==> src/rtl/rk_crtc_seq.sv <==
// rk_crtc_seq: character-row CRT sequencer.
// Fetches one row of character codes from screen memory into a fill buffer
// while the previous row is shown from a display buffer, then swaps the two
// buffers at each row boundary. Emits per-character code, scan line, blanking,
// cursor and reverse-video attributes, one character per cce pulse.
module rk_crtc_seq #(
    parameter int          COLS      = 78,
    parameter int          ROWS      = 30,
    parameter int          LINES     = 10,
    parameter logic [15:0] BASE_ADDR = 16'h76D0
) (
    input  logic        clk,
    input  logic        reset,
    input  logic        hr_wg75,
    input  logic        vr_wg75,
    input  logic        cce,
    input  logic        cur_we,
    input  logic [6:0]  cur_x,
    input  logic [4:0]  cur_y,
    output logic        mem_req,
    output logic [15:0] mem_addr,
    input  logic        mem_ack,
    input  logic [7:0]  mem_data,
    output logic [6:0]  ichar,
    output logic [3:0]  line,
    output logic        vsp,
    output logic        lten,
    output logic        rvv,
    output logic        underrun
);

    localparam int         RW        = 8;
    localparam int         BW        = $clog2(2 * COLS);
    localparam logic [6:0] COLS_W    = 7'(COLS);
    localparam logic [6:0] LAST_COL  = 7'(COLS - 1);
    localparam logic [RW-1:0] ROWS_W = RW'(ROWS);
    localparam logic [3:0] LAST_LINE = 4'(LINES - 1);

    typedef enum logic [1:0] {IDLE, REQ, DONE} fetch_state_t;

    fetch_state_t    fetch_state_reg, fetch_state_next;
    logic [RW-1:0]   fetch_row_reg, fetch_row_next;
    logic [6:0]      fcol_reg, fcol_next;
    logic            disp_sel_reg, disp_sel_next;
    logic            prologue_reg, prologue_next;
    logic [RW-1:0]   row_reg, row_next;
    logic [3:0]      line_reg, line_next;
    logic [6:0]      col_reg, col_next;
    logic            underrun_reg, underrun_next;
    logic            row_blank_reg, row_blank_next;
    logic [4:0]      frame_reg, frame_next;

    logic            hr_prev_reg, vr_prev_reg;
    logic [6:0]      cur_x_reg;
    logic [4:0]      cur_y_reg;

    logic [6:0]      ichar_reg;
    logic [3:0]      line_out_reg;
    logic            vsp_reg, lten_reg, rvv_reg;

    // Both row buffers live in one array: half 0 and half 1, selected by disp_sel.
    logic [7:0]      buf_mem [0:2*COLS-1];
    logic [BW-1:0]   wr_idx, rd_idx;
    logic [6:0]      rd_col;
    logic [7:0]      rd_byte;

    logic            hr_fall, vr_fall, ack_ok, blank_now, cursor_hit;

    assign hr_fall  = hr_prev_reg & ~hr_wg75;
    assign vr_fall  = vr_prev_reg & ~vr_wg75;
    assign ack_ok   = mem_ack && (fetch_state_reg == REQ);

    assign mem_req  = (fetch_state_reg == REQ);
    assign mem_addr = BASE_ADDR + 16'(fetch_row_reg) * 16'(COLS) + 16'(fcol_reg);

    // Fill buffer is always the half not being displayed.
    assign wr_idx   = BW'(fcol_reg) + (disp_sel_reg ? BW'(0) : BW'(COLS));
    assign rd_col   = (col_reg < COLS_W) ? col_reg : 7'd0;
    assign rd_idx   = BW'(rd_col) + (disp_sel_reg ? BW'(COLS) : BW'(0));
    assign rd_byte  = buf_mem[rd_idx];

    assign blank_now  = (col_reg >= COLS_W) || (row_reg >= ROWS_W) || !vr_wg75 || row_blank_reg;
    assign cursor_hit = (row_reg == RW'(cur_y_reg)) && (col_reg == cur_x_reg) &&
                        (line_reg == LAST_LINE) && !frame_reg[4];

    // Next-state logic: fetch FSM, row/line/column counters and buffer swaps.
    always_comb begin
        fetch_state_next = fetch_state_reg;
        fetch_row_next   = fetch_row_reg;
        fcol_next        = fcol_reg;
        disp_sel_next    = disp_sel_reg;
        prologue_next    = prologue_reg;
        row_next         = row_reg;
        line_next        = line_reg;
        col_next         = col_reg;
        underrun_next    = underrun_reg;
        row_blank_next   = row_blank_reg;
        frame_next       = frame_reg;

        if (cce && (col_reg < COLS_W)) begin
            col_next = col_reg + 7'd1;
        end

        if (ack_ok) begin
            fcol_next = fcol_reg + 7'd1;
            if (fcol_reg == LAST_COL) begin
                fetch_state_next = DONE;
            end
        end

        if (vr_fall) begin
            // New frame: restart everything at row 0 and prefetch it.
            row_next         = '0;
            line_next        = 4'd0;
            col_next         = 7'd0;
            fetch_row_next   = '0;
            fcol_next        = 7'd0;
            fetch_state_next = REQ;
            prologue_next    = 1'b1;
            row_blank_next   = 1'b0;
            frame_next       = frame_reg + 5'd1;
        end else if (hr_fall) begin
            col_next = 7'd0;
            if (line_reg == LAST_LINE) begin
                line_next     = 4'd0;
                row_next      = (row_reg < ROWS_W) ? row_reg + RW'(1) : row_reg;
                disp_sel_next = ~disp_sel_reg;
                prologue_next = 1'b0;
                // An incomplete fetch means the new row has no valid data.
                if (fetch_state_reg != DONE) begin
                    underrun_next  = 1'b1;
                    row_blank_next = 1'b1;
                end else begin
                    row_blank_next = 1'b0;
                end
                fcol_next = 7'd0;
                if (({1'b0, row_reg} + 9'd2) < {1'b0, ROWS_W}) begin
                    fetch_row_next   = row_reg + RW'(2);
                    fetch_state_next = REQ;
                end else begin
                    fetch_state_next = IDLE;
                end
            end else begin
                line_next = line_reg + 4'd1;
            end
        end else if (prologue_reg && (fetch_state_reg == DONE)) begin
            // Row 0 is in: show it and start prefetching row 1.
            disp_sel_next    = ~disp_sel_reg;
            prologue_next    = 1'b0;
            fetch_row_next   = RW'(1);
            fcol_next        = 7'd0;
            fetch_state_next = (ROWS > 1) ? REQ : IDLE;
        end
    end

    // State register for FSM, counters and sync edge detectors.
    always_ff @(posedge clk) begin
        if (reset) begin
            fetch_state_reg <= IDLE;
            fetch_row_reg   <= '0;
            fcol_reg        <= 7'd0;
            disp_sel_reg    <= 1'b0;
            prologue_reg    <= 1'b0;
            row_reg         <= '0;
            line_reg        <= 4'd0;
            col_reg         <= 7'd0;
            underrun_reg    <= 1'b0;
            row_blank_reg   <= 1'b0;
            frame_reg       <= 5'd0;
            hr_prev_reg     <= 1'b1;
            vr_prev_reg     <= 1'b1;
        end else begin
            fetch_state_reg <= fetch_state_next;
            fetch_row_reg   <= fetch_row_next;
            fcol_reg        <= fcol_next;
            disp_sel_reg    <= disp_sel_next;
            prologue_reg    <= prologue_next;
            row_reg         <= row_next;
            line_reg        <= line_next;
            col_reg         <= col_next;
            underrun_reg    <= underrun_next;
            row_blank_reg   <= row_blank_next;
            frame_reg       <= frame_next;
            hr_prev_reg     <= hr_wg75;
            vr_prev_reg     <= vr_wg75;
        end
    end

    // Fill-buffer write on each accepted acknowledge (dropped on reset or frame restart).
    always_ff @(posedge clk) begin
        if (ack_ok && !reset && !vr_fall) begin
            buf_mem[wr_idx] <= mem_data;
        end
    end

    // Cursor position latch.
    always_ff @(posedge clk) begin
        if (reset) begin
            cur_x_reg <= 7'd0;
            cur_y_reg <= 5'd0;
        end else if (cur_we) begin
            cur_x_reg <= cur_x;
            cur_y_reg <= cur_y;
        end
    end

    // Per-character output register, advanced only on cce.
    always_ff @(posedge clk) begin
        if (reset) begin
            ichar_reg    <= 7'd0;
            line_out_reg <= 4'd0;
            vsp_reg      <= 1'b1;
            lten_reg     <= 1'b0;
            rvv_reg      <= 1'b0;
        end else if (cce) begin
            vsp_reg      <= blank_now;
            line_out_reg <= line_reg;
            lten_reg     <= cursor_hit;
            if (blank_now) begin
                ichar_reg <= 7'd0;
                rvv_reg   <= 1'b0;
            end else begin
                ichar_reg <= rd_byte[6:0];
                rvv_reg   <= rd_byte[7];
            end
        end
    end

    assign ichar    = ichar_reg;
    assign line     = line_out_reg;
    assign vsp      = vsp_reg;
    assign lten     = lten_reg;
    assign rvv      = rvv_reg;
    assign underrun = underrun_reg;

endmodule

==> config.mk <==
export PLATFORM = sky130hd
export DESIGN_NAME = rk_crtc_seq
export DESIGN_NICKNAME = d
export VERILOG_FILES = /design/src/rtl/rk_crtc_seq.sv
export SDC_FILE = /design/constraint.sdc
export NUM_CORES = 2
export LEC_CHECK = 0
export CAP_MARGIN = 30
export CORE_UTILIZATION = 45
export DETAILED_ROUTE_END_ITERATION = 16
export GPL_TIMING_DRIVEN = 0
export PLACE_DENSITY = 0.65
export SYNTH_ARGS = -nofsm -noshare
export SYNTH_HDL_FRONTEND = slang
export SYNTH_SLANG_ARGS = --single-unit
==> constraint.sdc <==
create_clock -name clk -period 5.55 [get_ports clk]
set_input_delay 1.11 -clock clk [delete_from_list [all_inputs] [get_ports clk]]
set_output_delay 1.11 -clock clk [all_outputs]
set_load 0.02 [all_outputs]
==> impl_metrics.xml <==
<?xml version="1.0" encoding="UTF-8"?>
<metrics>
  <group name="clock_network">
    <metric name="clock_insertion_delay_at_the_later_pin_of_the_skew_report" unit="ns">0.76</metric>
    <metric name="cts_tree" unit="">yes</metric>
    <metric name="cts-buffers-inserted" unit="">133</metric>
    <metric name="clock_tree.buffer_depth" unit="">3</metric>
    <metric name="clock-root-buffer" unit="">sky130_fd_sc_hd__clkbuf_16</metric>
    <metric name="htree_levels" unit="">4</metric>
    <metric name="clkSinkCount" unit="">1321</metric>
    <metric name="clkSlewWorstSetupHoldPaths" unit="ns">0.06</metric>
  </group>
  <group name="setup_path">
    <metric name="worstPathArrival" unit="ns">5.08</metric>
    <metric name="critPathCaptureType" unit="">output port</metric>
    <metric name="crit_fanout" unit="">4</metric>
    <metric name="logic_depth_of_the_worst_register_to_register_path" unit="">14</metric>
    <metric name="crit-reg2reg-launch" unit="">col_reg[1]$_SDFFE_PP0P_</metric>
    <metric name="start_kind" unit="">flip-flop</metric>
    <metric name="worst-endpoint-required" unit="ns">4.44</metric>
    <metric name="crit_start" unit="">fetch_row_reg[5]$_SDFFE_PP0P_</metric>
    <metric name="type_of_the_worst_setup_path" unit="">flip-flop to output port</metric>
  </group>
  <group name="final_layout">
    <metric name="largest_register" unit="">buf_mem</metric>
    <metric name="area_growth" unit="%">14.93</metric>
    <metric name="share_of_layout_cells_above_drive_strength_1" unit="">0.2250</metric>
    <metric name="finish.instance_area" unit="mm^2">0.06163</metric>
    <metric name="final_net_count" unit="">3216</metric>
    <metric name="final-instance-count-excl-fill" unit="">4761</metric>
    <metric name="largest_register_ff_count" unit="">1248</metric>
  </group>
  <group name="yosys">
    <metric name="asyncSetResetFlopFracSynth" unit="">0</metric>
    <metric name="yosysSeqAreaShare" unit="">0.7262</metric>
    <metric name="synth.most_common_cell" unit="">sky130_fd_sc_hd__edfxtp_1</metric>
    <metric name="syn_area_per_cell" unit="um^2">18.73</metric>
    <metric name="yosys-top-cells-area" unit="">sky130_fd_sc_hd__edfxtp_1, sky130_fd_sc_hd__mux4_2, sky130_fd_sc_hd__dfxtp_1, sky130_fd_sc_hd__nor2_1, sky130_fd_sc_hd__ha_1</metric>
    <metric name="yosys_warnings" unit="">0</metric>
    <metric name="postSynthNetCount" unit="">2960</metric>
    <metric name="synth_top_cells_by_count" unit="">sky130_fd_sc_hd__edfxtp_1, sky130_fd_sc_hd__mux4_2, sky130_fd_sc_hd__nor2_1</metric>
    <metric name="post-synth-top-area-fraction" unit="">0.6989</metric>
    <metric name="ys_ff_latch" unit="">1321</metric>
    <metric name="synth.lib_cells_used.distinct" unit="">71</metric>
    <metric name="synth_area" unit="mm^2">0.05362</metric>
    <metric name="number_of_enable_type_register_cells_in_the_synthesized_netlist" unit="">1248</metric>
    <metric name="most_used_dff_post_synth" unit="">sky130_fd_sc_hd__edfxtp_1</metric>
    <metric name="post_synth_inst_count" unit="">2863</metric>
    <metric name="yosys.area.top_type" unit="">sky130_fd_sc_hd__edfxtp_1</metric>
  </group>
  <group name="routing">
    <metric name="wire_per_inst" unit="um">30.64</metric>
    <metric name="detailroute.via_count" unit="">29290</metric>
    <metric name="drt-pass1-iter-count" unit="">6</metric>
    <metric name="routed_via_density" unit="">6.151</metric>
    <metric name="drt_iter0_drc" unit="">3754</metric>
    <metric name="drt_wl_total" unit="um">145900</metric>
    <metric name="detail_route.drc_violations" unit="">0</metric>
    <metric name="drtAntennaViolNets" unit="">0</metric>
  </group>
  <group name="pwr">
    <metric name="internal_dissipation" unit="mW">16.22</metric>
    <metric name="switching_share" unit="">0.2078</metric>
    <metric name="ir_drop" unit="uV">316.2</metric>
    <metric name="p_per_area" unit="mW/mm^2">332.2</metric>
    <metric name="pwr-share-seq" unit="">0.533</metric>
    <metric name="p_switching" unit="mW">4.255</metric>
    <metric name="total_leakage_power" unit="nW">19.49</metric>
    <metric name="power.share.combinational" unit="">0.038</metric>
    <metric name="part_of_the_power_in_the_clock_network" unit="">0.428</metric>
  </group>
  <group name="worst_hold_path">
    <metric name="min_delay_path_depth" unit="">2</metric>
    <metric name="worstHoldPathType" unit="">flip-flop to flip-flop</metric>
    <metric name="hold_start" unit="">fetch_state_reg[1]$_SDFF_PP0_</metric>
  </group>
  <group name="timing">
    <metric name="maxClockFrequency" unit="MHz">161.5</metric>
    <metric name="drv_slew" unit="">0</metric>
    <metric name="setup_viol_count_final" unit="">7</metric>
    <metric name="worst_slack" unit="ns">-0.6428</metric>
    <metric name="timing.max_slew.rel_slack" unit="">0.2055</metric>
    <metric name="finalHoldViolCount" unit="">0</metric>
    <metric name="fin_skew" unit="ns">0.02660</metric>
    <metric name="period_share" unit="">1.116</metric>
    <metric name="fin_crit" unit="ns">6.193</metric>
    <metric name="tightest_slew" unit="ns">1.187</metric>
    <metric name="rsz0062_at_grt" unit="">true</metric>
  </group>
  <group name="floorplanning">
    <metric name="die_height" unit="um">347.2</metric>
    <metric name="die-area" unit="mm^2">0.1205</metric>
    <metric name="boundaryPins" unit="">59</metric>
    <metric name="placeable_core_region" unit="mm^2">0.1181</metric>
    <metric name="std_cell_rows" unit="">126</metric>
    <metric name="initial_utilization" unit="">0.4541</metric>
    <metric name="die-width" unit="um">347.2</metric>
  </group>
  <group name="place">
    <metric name="dp.cells" unit="">4495</metric>
    <metric name="finalWeightedCongestion" unit="">0.9636</metric>
    <metric name="io_buffers" unit="">58</metric>
    <metric name="placement.cell_area" unit="mm^2">0.05678</metric>
    <metric name="hpwl" unit="um">100100</metric>
  </group>
  <group name="flow_run">
    <metric name="drv_cap" unit="">0</metric>
  </group>
  <group name="global_route">
    <metric name="grt_max_degree" unit="">129</metric>
    <metric name="wire_length_of_the_first_global_routing_pass" unit="um">207900</metric>
    <metric name="antenna_violations_before_repair" unit="">6</metric>
    <metric name="grtUsageTotal" unit="">0.2436</metric>
    <metric name="via_count_of_the_first_global_routing_pass" unit="">29350</metric>
    <metric name="grt.overflow.total" unit="">0</metric>
  </group>
  <group name="status">
    <metric name="violations" unit="">negative setup slack</metric>
    <metric name="outcome" unit="">complete, but fails checks</metric>
  </group>
</metrics>
## cells in the final DEF, fill, tap and decap left out, drive strengths merged, types with 16 or more instances in the layout
cell	n
mux2i	33
nor3	16
buf	141
nand2	185
inv	60
clkbuf	260
dfxtp	73
xor2	30
xnor2	31
nor2	271
o21ai	25
clkinv	43
nand3	50
o211ai	16
edfxtp	1248
nand2b	16
clkdlybuf4s50	41
mux4	331
a21oi	51
a31oi	16
ha	56
## kinds of logic after synthesis
logic type	share of synthesized area
buffers and inverters	0.01988
XOR/XNOR	0.009964
multiplexers	0.1457
flip-flops	0.7262
AO/OA/AOI/OAI	0.02952
AND/OR/NAND/NOR	0.05050
adder cells (fa/ha/maj)	0.01829
## per-layer routing
metal | up-vias | track usage | wire, um
li1 | 12020 | - | -
met1 | 15290 | 0.3381 | 56810
met3 | 305 | 0.06043 | 16170
met4 | 4 | 0.09148 | 5508
met5 | - | 0 | 107
met2 | 1676 | 0.3734 | 67270
## critical path: stages, from the launching register on
cell and delay [ns]:
sky130_fd_sc_hd__dfxtp_2 0.35, sky130_fd_sc_hd__inv_4 0.05, sky130_fd_sc_hd__fa_1 0.54, sky130_fd_sc_hd__inv_2 0.05, sky130_fd_sc_hd__ha_4 0.21, sky130_fd_sc_hd__fa_1 0.52
sky130_fd_sc_hd__ha_4 0.31, sky130_fd_sc_hd__inv_4 0.05, sky130_fd_sc_hd__o21bai_4 0.17, sky130_fd_sc_hd__a21o_1 0.19, sky130_fd_sc_hd__buf_4 0.13, sky130_fd_sc_hd__and3_1 0.15
sky130_fd_sc_hd__a21oi_1 0.08, sky130_fd_sc_hd__o311a_4 0.41, sky130_fd_sc_hd__a31o_2 0.27, sky130_fd_sc_hd__or4b_4 0.50, sky130_fd_sc_hd__o211ai_1 0.15, sky130_fd_sc_hd__buf_4 0.19
## final timing paths
kind | to | slack [ns]
worst max-delay path | mem_addr[15] | -0.64
worst min-delay path | fetch_state_reg[1]$_SDFF_PP0_ | 0.49
worst max register to register | ichar[0]$_SDFFE_PP0P_ | -0.02
worst min register to register | fetch_state_reg[1]$_SDFF_PP0_ | 0.49
## final cells by class
class	count	area [um^2]
tap	1536	1922
inverter	54	210.2
fill	9185	56460
antenna	3	7.507
clock buffer	177	3621
clock inverter	61	576.8
sequential	1321	38960
buffer	143	865.8
multi-input combinational	1342	14000
timing repair buffer	124	1463
## power by group through the flow
stage,Clock [mW],Sequential [mW],Combinational (mW)
after detailed placement,0,11.1,0.785
after global routing,9.22,10.9,0.824
after CTS,8.85,10.9,0.787
after floorplan,0,11.1,0.388
final,8.77,10.9,0.787
after global placement,0,11.2,0.736
## what timing repair did
item / 4_1_cts / 5_1_grt
pin swaps: 17 / 20
setup endpoints to repair: 14 / 13
gates resized for setup: 92 / 51
hold buffers: 0 / 0
setup buffers: 14 / 10
## per-stage QoR
step	setup TNS, ns	hold WS, ns	utilization	power (mW)	worst slack, ns
after floorplan	0	0.4472	-	11.52	0.04524
after global routing	-2.774	0.5241	0.5218	20.96	-0.8643
after CTS	-2.087	0.4877	0.5193	20.55	-0.6420
after global placement	-1030.92	0.4604	0.4753	11.93	-1.168
final	-1.810	0.4897	0.5219	20.47	-0.6428
after detailed placement	-4.457	0.4793	0.4809	11.92	-0.8868
No activity file was read; power rests on OpenSTA's default activity.
